--- src/rtl/vga_display_ctrl.sv ---
// VGA timing master and sprite compositor: raster counters, two-stage pixel pipeline,
// background/player/enemy compositing, per-frame tick and sticky player/enemy collision flag.
module vga_display_ctrl #(
   parameter int unsigned H_ACTIVE = 640,
   parameter int unsigned H_FP     = 16,
   parameter int unsigned H_SYNC   = 96,
   parameter int unsigned H_BP     = 48,
   parameter int unsigned V_ACTIVE = 480,
   parameter int unsigned V_FP     = 10,
   parameter int unsigned V_SYNC   = 2,
   parameter int unsigned V_BP     = 33,
   parameter int unsigned SPR_W    = 80,
   parameter int unsigned SPR_H    = 121,
   parameter logic [2:0]  BG_COLOR = 3'b010
) (
   input  logic       clk,
   input  logic       reset,
   input  logic [9:0] player_pos_x,
   input  logic [9:0] player_pos_y,
   input  logic [2:0] player_data,
   input  logic [9:0] enemy_pos_x,
   input  logic [9:0] enemy_pos_y,
   input  logic [2:0] enemy_data,
   output logic [9:0] hcount,
   output logic [9:0] vcount,
   output logic       hsync,
   output logic       vsync,
   output logic [2:0] rgb,
   output logic       frame_tick,
   output logic       collision
);

   localparam int unsigned H_TOTAL = H_ACTIVE + H_FP + H_SYNC + H_BP;
   localparam int unsigned V_TOTAL = V_ACTIVE + V_FP + V_SYNC + V_BP;

   localparam logic [9:0] H_LAST   = 10'(H_TOTAL - 1);
   localparam logic [9:0] V_LAST   = 10'(V_TOTAL - 1);
   localparam logic [9:0] H_ACT    = 10'(H_ACTIVE);
   localparam logic [9:0] V_ACT    = 10'(V_ACTIVE);
   localparam logic [9:0] HS_START = 10'(H_ACTIVE + H_FP);
   localparam logic [9:0] HS_END   = 10'(H_ACTIVE + H_FP + H_SYNC);
   localparam logic [9:0] VS_START = 10'(V_ACTIVE + V_FP);
   localparam logic [9:0] VS_END   = 10'(V_ACTIVE + V_FP + V_SYNC);

   logic [9:0]  h1, v1;
   logic        s1_valid;
   logic        hit_pending;
   logic [10:0] p_xe, p_ye, e_xe, e_ye;
   logic        p_in, e_in, active, hit;
   logic        hs_raw, vs_raw;
   logic [2:0]  pix;

   always_ff @(posedge clk or posedge reset) begin
      if (reset) begin
         hcount <= '0;
         vcount <= '0;
      end else if (hcount == H_LAST) begin
         hcount <= '0;
         vcount <= (vcount == V_LAST) ? '0 : vcount + 10'd1;
      end else begin
         hcount <= hcount + 10'd1;
      end
   end

   assign frame_tick = (hcount == '0) && (vcount == V_ACT);

   // Stage 1 lines the counts up with the sprite blocks' registered pixel data
   always_ff @(posedge clk or posedge reset) begin
      if (reset) begin
         h1       <= '0;
         v1       <= '0;
         s1_valid <= 1'b0;
      end else begin
         h1       <= hcount;
         v1       <= vcount;
         s1_valid <= 1'b1;
      end
   end

   always_comb begin
      p_xe   = {1'b0, player_pos_x} + 11'(SPR_W);
      p_ye   = {1'b0, player_pos_y} + 11'(SPR_H);
      e_xe   = {1'b0, enemy_pos_x} + 11'(SPR_W);
      e_ye   = {1'b0, enemy_pos_y} + 11'(SPR_H);
      p_in   = (h1 >= player_pos_x) && ({1'b0, h1} < p_xe) &&
               (v1 >= player_pos_y) && ({1'b0, v1} < p_ye);
      e_in   = (h1 >= enemy_pos_x) && ({1'b0, h1} < e_xe) &&
               (v1 >= enemy_pos_y) && ({1'b0, v1} < e_ye);
      active = (h1 < H_ACT) && (v1 < V_ACT);
      hs_raw = !((h1 >= HS_START) && (h1 < HS_END));
      vs_raw = !((v1 >= VS_START) && (v1 < VS_END));
      hit    = s1_valid && active && p_in && e_in &&
               (player_data != '0) && (enemy_data != '0);
      pix    = BG_COLOR;
      if (!active)
         pix = '0;
      else if (p_in && (player_data != '0))
         pix = player_data;
      else if (e_in && (enemy_data != '0))
         pix = enemy_data;
   end

   // Invalid stage-1 contents after reset are blanked rather than composited
   always_ff @(posedge clk or posedge reset) begin
      if (reset) begin
         rgb   <= '0;
         hsync <= 1'b1;
         vsync <= 1'b1;
      end else begin
         rgb   <= s1_valid ? pix : '0;
         hsync <= s1_valid ? hs_raw : 1'b1;
         vsync <= s1_valid ? vs_raw : 1'b1;
      end
   end

   always_ff @(posedge clk or posedge reset) begin
      if (reset) begin
         hit_pending <= 1'b0;
         collision   <= 1'b0;
      end else if (frame_tick) begin
         collision   <= collision | hit_pending;
         hit_pending <= hit;
      end else if (hit) begin
         hit_pending <= 1'b1;
      end
   end

endmodule

--- config.mk ---
export PLATFORM = sky130hd
export DESIGN_NAME = vga_display_ctrl
export DESIGN_NICKNAME = d
export VERILOG_FILES = /design/src/rtl/vga_display_ctrl.sv
export SDC_FILE = /design/constraint.sdc
export NUM_CORES = 1
export LEC_CHECK = 0
export ABC_CLOCK_PERIOD_IN_PS = 6700
export CAP_MARGIN = 20
export CORE_MARGIN = 1
export CORE_UTILIZATION = 56
export CTS_CLUSTER_DIAMETER = 200
export CTS_CLUSTER_SIZE = 16
export DETAILED_ROUTE_END_ITERATION = 8
export PLACE_DENSITY = 0.85
export SYNTH_ARGS = -nofsm -noshare
export SYNTH_HDL_FRONTEND = slang
export SYNTH_SLANG_ARGS = --single-unit
--- constraint.sdc ---
create_clock -name clk -period 6.7 [get_ports clk]
set_input_delay 1.675 -clock clk [delete_from_list [all_inputs] [get_ports clk]]
set_output_delay 1.675 -clock clk [all_outputs]
set_load 0.02 [all_outputs]
==> impl_metrics.yaml <==
global_route:
  first_global_vias: 3490
  grt_max_degree: 49
  antenna_found_initial: 0
  overflow: 0
  grt_pass1_wl_mm: 15.5
  grt.total_usage: 0.261
finish:
  nFillCells: 518
  seq_area_sq_um: 1200
  multiInputGateArea_sq_um: 2640
  layout_common_cells: "ha_1 (80), clkdlybuf4s50_1 (74), inv_1 (51), dfrtp_1 (46), nand2_1 (28)"
  area_growth_pct: 23.6
  layoutNonFillerInstCount: 613
  diodes: 0
  final_layout_size_suffix_gt1_frac: 0.0464
  final_common_cell: "ha_1"
  nets: 644
synth:
  synth_top_flop_cell: "dfrtp_1"
  synth-simple-area-share: 0.173
  netlist_instances: 436
  synth-edff-count: 0
  ys_seq_area_frac: 0.298
  ys_warn_count: 0
  synth_area_leaders: "dfrtp_1 (28%), ha_1 (25%), xnor2_1 (5.6%)"
  syn_area_per_cell_sq_um: 9.28
  syn_nets: 564
  synth_top_area_cell: "dfrtp_1"
  synth_compound_area_frac: 0.151
  synth_top_area_share: 0.285
  async_reset_ff_frac: 1.00
  synthMuxAreaShare: 0.00742
  synth.distinct_cells: 59
  synth-xor-area-share: 0.0736
  syn_area_sq_um: 4050
  ys_ff_latch: 48
  synth_fa_ha_area_frac: 0.247
  synth_top_family_by_area: "adder cells"
routing:
  met1Wirelength_mm: 4.17
  routedWlPerCell_um: 15.4
  firstDrtPassIters: 5
  vias: 3557
  highest_layer: "met4"
  vias_per_cell: 5.80
  first_iter_violations: 309
  ant_nets: 0
  wl_met2_mm: 4.65
  wl_mm: 9.44
  wl_met3_um: 459
  drc_errors: 0
timing:
  finClkSkew_ns: 0.00685
  rsz0062_at_grt: "false"
  fin_crit_sh: 0.661
  setup_tns_ns: 0
  clock.fmax_mhz: 226
  final.min_clock_period_ns: 4.43
  final_max_slew_viol_count: 0
  relSlewSlack: 0.373
  worst_slew_pin_slew_ns: 0.940
  hold_violations: 0
  setup_viol: 0
floorplanning:
  initial_core_util: 0.589
  die-area_sq_um: 7570
  fp.coreArea_sq_um: 6870
  die_h_um: 87.0
  fp.dieW_um: 87.0
  fp-row-count: 30
  ioPinCount: 75
clock_network:
  htree_num_levels: 2
  cts_max_path_buffers: 2
  hold_buffers: 0
  post_cts_buffers: 0
  postCtsResizedCells: 0
  root_buffer: "clkbuf_8"
  cts_tree: "built"
  clk_pin_slew_worst_paths_ns: 0.09
  numCtsBuffers: 5
  worstSkewPairLatency_ns: 0.30
  cts_sinks: 48
critical_path:
  cp.arrival_ns: 4.64
  critPathLaunchType: "input port"
  crit_required_ns: 6.91
  crit_path_end_kind: "register"
  r2r_cells: 6
  path_class: "in2reg"
  crit_fanout: 4
power:
  comb_power_share: 0.208
  p_leak_nw: 2.41
  vdd.ir_drop.worst_mv: 0.0954
  seq_power_share: 0.488
  p_clk_frac: 0.304
  power.density_nw_per_um2: 119
  p_int_w: 0.000437
  power.switching_w: 0.000158
  p_sw_frac: 0.266
run:
  drv_cap: 0
placement:
  port_buffers: 74
  gp_congestion: 0.902
  dp.cells: 605
  dp_hpwl_mm: 7.64
min_path:
  min_path_cells: 0
  hp-class: "reg2reg"
run_status:
  outcome: "finished clean"
area by class of cell:
class | count | area share
Multi-Input combinational cell | 335 | 0.529
Clock inverter | 2 | 0.00275
Tap cell | 96 | 0.0240
Sequential cell | 48 | 0.241
Inverter | 52 | 0.0390
Timing Repair Buffer | 74 | 0.148
Clock buffer | 6 | 0.0165
cells in the mapped netlist (all sizes together) (2+ instances only):
| cell type | n |
|---|---|
| a41oi | 4 |
| a21o | 4 |
| nand4 | 8 |
| a21oi | 25 |
| nand2b | 5 |
| nand4b | 2 |
| nand2 | 28 |
| o32ai | 2 |
| and4b | 2 |
| and3 | 5 |
| xnor2 | 26 |
| and4 | 2 |
| dfrtp | 46 |
| dfstp | 2 |
| nor4 | 7 |
| nor2 | 20 |
| mux2i | 3 |
| xor2 | 8 |
| nor4b | 2 |
| o211ai | 5 |
| or3 | 2 |
| inv | 52 |
| nor3 | 11 |
| a211oi | 7 |
| or4 | 2 |
| nand3 | 18 |
| ha | 80 |
| nor2b | 7 |
| a2111o | 2 |
| o31ai | 2 |
| and2 | 3 |
| o21ai | 23 |
| a211o | 2 |
| o21a | 4 |
routing by layer:
metal	up-vias	global-route usage
met1	1678	0.327
met3	21	0.0408
met4	0	0.0697
li1	1738	-
met2	120	0.466
met5	-	0
power by group through the flow:
stage                     Sequential (W)  Combinational, W  Clock [W]
after CTS                       0.000290          0.000124   0.000183
after global placement          0.000296          0.000116          0
after floorplan                 0.000296         0.0000693          0
after detailed placement        0.000296          0.000123          0
final                           0.000290          0.000124   0.000181
after global routing            0.000291          0.000138   0.000196
metrics by stage:
step                power, W  cell area (sq um)  utilization  hold WS, ns  worst slack, ns
floorplan           0.000366               4050            -        0.442             2.69
global placement    0.000412               4900        0.714        0.470             2.11
detailed placement  0.000419               4900        0.714        0.464             1.96
CTS                 0.000597               5000        0.728        0.488             2.26
global route        0.000625               5000        0.728        0.512             2.09
finish              0.000595               5000        0.728        0.493             2.27
cell families after synthesis:
group,Yosys count
simple gates,128
compound gates,89
fa+ha+maj,80
buf+inv,53
flops,48
xor+xnor,34
mux,3
other cells,1
registers in the layout, summed over array words and instances, names as in the netlist:
name,flops
hit_pending,1
s1_valid,1
collision,1
hcount,10
v1,10
h1,10
vcount,10
hsync,1
rgb,3
vsync,1
worst max-delay path: stages:
cell             delay, ns
clkdlybuf4s50_1       0.47
ha_1                  0.26
o21ai_0               0.27
xnor2_1               0.14
ha_1                  0.23
or4_4                 0.52
nor3_2                0.20
o221ai_2              0.15
or4_1                 0.48
a311oi_1              0.25
final timing paths:
path | start | to | slack, ns
max | player_pos_x[4] | rgb[1]$_DFF_PP0_ | 2.27
min | vcount[8]$_DFFE_PP0N_ | v1[8]$_DFF_PP0_ | 0.49
max reg2reg | v1[7]$_DFF_PP0_ | rgb[1]$_DFF_PP0_ | 4.27
min reg2reg | vcount[8]$_DFFE_PP0N_ | v1[8]$_DFF_PP0_ | 0.49
max in group asynchronous | reset | v1[3]$_DFF_PP0_ | 4.22
min in group asynchronous | reset | vcount[1]$_DFFE_PP0N_ | 1.90
(Power assumes the default switching activity.)
==> patch (same flow settings) <==
Make the reset (`reset`) synchronous in 4 clocked blocks.
--- a/src/rtl/vga_display_ctrl.sv
+++ b/src/rtl/vga_display_ctrl.sv
@@ -51,5 +51,5 @@
    logic [2:0]  pix;
 
-   always_ff @(posedge clk or posedge reset) begin
+   always_ff @(posedge clk) begin
       if (reset) begin
          hcount <= '0;
@@ -66,5 +66,5 @@
 
    // Stage 1 lines the counts up with the sprite blocks' registered pixel data
-   always_ff @(posedge clk or posedge reset) begin
+   always_ff @(posedge clk) begin
       if (reset) begin
          h1       <= '0;
@@ -102,5 +102,5 @@
 
    // Invalid stage-1 contents after reset are blanked rather than composited
-   always_ff @(posedge clk or posedge reset) begin
+   always_ff @(posedge clk) begin
       if (reset) begin
          rgb   <= '0;
@@ -114,5 +114,5 @@
    end
 
-   always_ff @(posedge clk or posedge reset) begin
+   always_ff @(posedge clk) begin
       if (reset) begin
          hit_pending <= 1'b0;
Function: differs if reset is asserted again (counterexample within 4 cycles, from zero or initial values and one cycle with reset high); with reset held inactive, the same outputs for 10 cycles.
==> patch against the original RTL <==
Wire length down 7.5%; via count decreased by 0.56%; synthesized area is 3.1% lower; setup slack worse by 0.020 ns; sequential cell count is the same; total power up 2.0%; clock power up 3%; global-route usage shrank 1.5 points; cell area is 2.6% lower; critical endpoint is now rgb[1]$_SDFF_PP0_; highest routed layer unchanged.
==> patch: results <==
set metrics [dict create \
    drt_first_pass_iters 4 \
    share_comb_of_total_power_pct 21.4 \
    netlist_top_cells_area "ha_1 (26%), dfxtp_1 (25%), xnor2_1 (5.1%)" \
    crit_arrival_ns 4.69 \
    hold-path-endpoint "hit_pending$_SDFFE_PP0P_" \
    pg_seq_w 0.000291 \
    crit-reg2reg-launch "h1[3]$_SDFF_PP0_" \
    number_of_design_rule_violations_left_by_the_first_detailed_router_iteration 131 \
    post_cts.repair.setup_buffers 0 \
    placed_cells 627 \
    synthesis.yosys.warnings 0 \
    sequential_area_share_after_synthesis_pct 24.5 \
    via_count_of_the_first_global_routing_pass 3324 \
    synthTopCellsByCount "ha_1 (80), dfxtp_1 (48), inv_1 (45)" \
    peakVddDrop_mv 0.0896 \
    rr_worst_depth 7 \
    fin_hold_ws_ns 0.486 \
    global_route.usage.total_pct 24.6 \
    timing.critical_path.fanout_max 4 \
    async_set_or_reset_flop_fraction_in_the_synthesized_netlist_pct 0 \
    post_synth.cell_area_avg_um2 8.49 \
    wl_met1_um 4070 \
    reg2reg_to "rgb[1]$_SDFF_PP0_" \
    hold_depth 2 \
    dr_total_vias 3537 \
    wire_length_of_the_first_global_routing_pass_um 14700 \
    worst_path_largest_cell_delay_ns 0.47 \
    dr_wl_met2_um 4180 \
    met2_usage_pct 43.1 \
    fraction_of_final_layout_cells_with_drive_strength_greater_than_1_pct 3.53 \
    finalClockSkew_ns 0.00462 \
    status "finished, final reports clean" \
    switching_power_w 0.000167 \
    post_layout_nets 666 \
    grt_util_met3_pct 4.14 \
    synth-main-ff-cell "dfxtp_1" \
    routed_wire_length_per_instance_um 13.8 \
    synth.net_count 590 \
    timing.hold.worst.start "hit_pending$_SDFFE_PP0P_" \
    fillCellCount 549 \
    r2r_setup_slack_ns 4.46 \
    critical_path.top_delay_family "compound AO/OA/AOI/OAI gates" \
    pre_cts_ws_ns 1.96 \
    dr_wl_met3_um 411 \
    gp_routability_congestion 0.941 \
    synth.distinct_cells 53 \
    finish.cell_count_without_fillers 635 \
    h-tree-depth 2 \
    cellLeakagePower_nw 2.21 \
    grt_start_max_net_pins 28 \
    crit_slowest_cell "clkdlybuf4s50_1" \
    placed_cell_area_um2 4770 \
    worst_pin_slew_ns 0.544 \
    total_power_w 0.000607 \
    groute.layer.met1.usage_pct 31.9 \
]
==> patch: changes by cell type in the layout (fill, tap and decap cells not counted), moves of 6 or more <==
cell / change
a21oi_1: +6
and3_1: +6
dfxtp_1: +48
inv_1: -6
nor2_1: +9
xor2_1: +6
dfrtp_1: -46
nor2b_1: +15
==> patch: layout make-up <==
cell class                 count  area, um^2  share of cell area (%)
multi-input combinational    358        2750                    56.5
clock buffer                   6        82.6                    1.70
sequential                    48         961                    19.7
clock inverter                 2        17.5                   0.360
tap                           96         120                    2.47
timing repair buffer          75         748                    15.4
inverter                      50         188                    3.86
==> patch: how the worst max path moves through the flow <==
stage                          startpoint                 to  slack (ns)  depth (start not counted)
after floorplan           player_pos_y[0]  rgb[1]$_SDFF_PP0_        2.66                         11
after global placement    player_pos_y[0]  rgb[1]$_SDFF_PP0_        2.04                         12
after detailed placement  player_pos_y[0]  rgb[1]$_SDFF_PP0_        1.96                         13
after CTS                 player_pos_y[0]  rgb[1]$_SDFF_PP0_        2.25                         13
after global routing      player_pos_y[0]  rgb[1]$_SDFF_PP0_        2.03                         13
final                     player_pos_y[0]  rgb[1]$_SDFF_PP0_        2.25                         13
==> patch: worst register-to-register path, delay by kind of cell, from the launching register on <==
kind | cells | cell delay, ns
AOI/OAI and AO/OA | 4 | 1.18
adders and majority gates | 1 | 0.32
DFF | 1 | 0.34
and+or+nand+nor | 2 | 0.35
==> patch: cells by family (layout without fill, tap and decap cells) <==
family                   count (synthesis)  count (layout)  share of synthesized area [%]
flip-flops                              48              48                           24.5
AND/OR/NAND/NOR                        154             154                           20.8
AO/OA/AOI/OAI                           87              87                           15.6
adder cells (fa/ha/maj)                 80              80                           25.5
buffers and inverters                   56             133                           5.36
XOR/XNOR                                37              37                           8.26
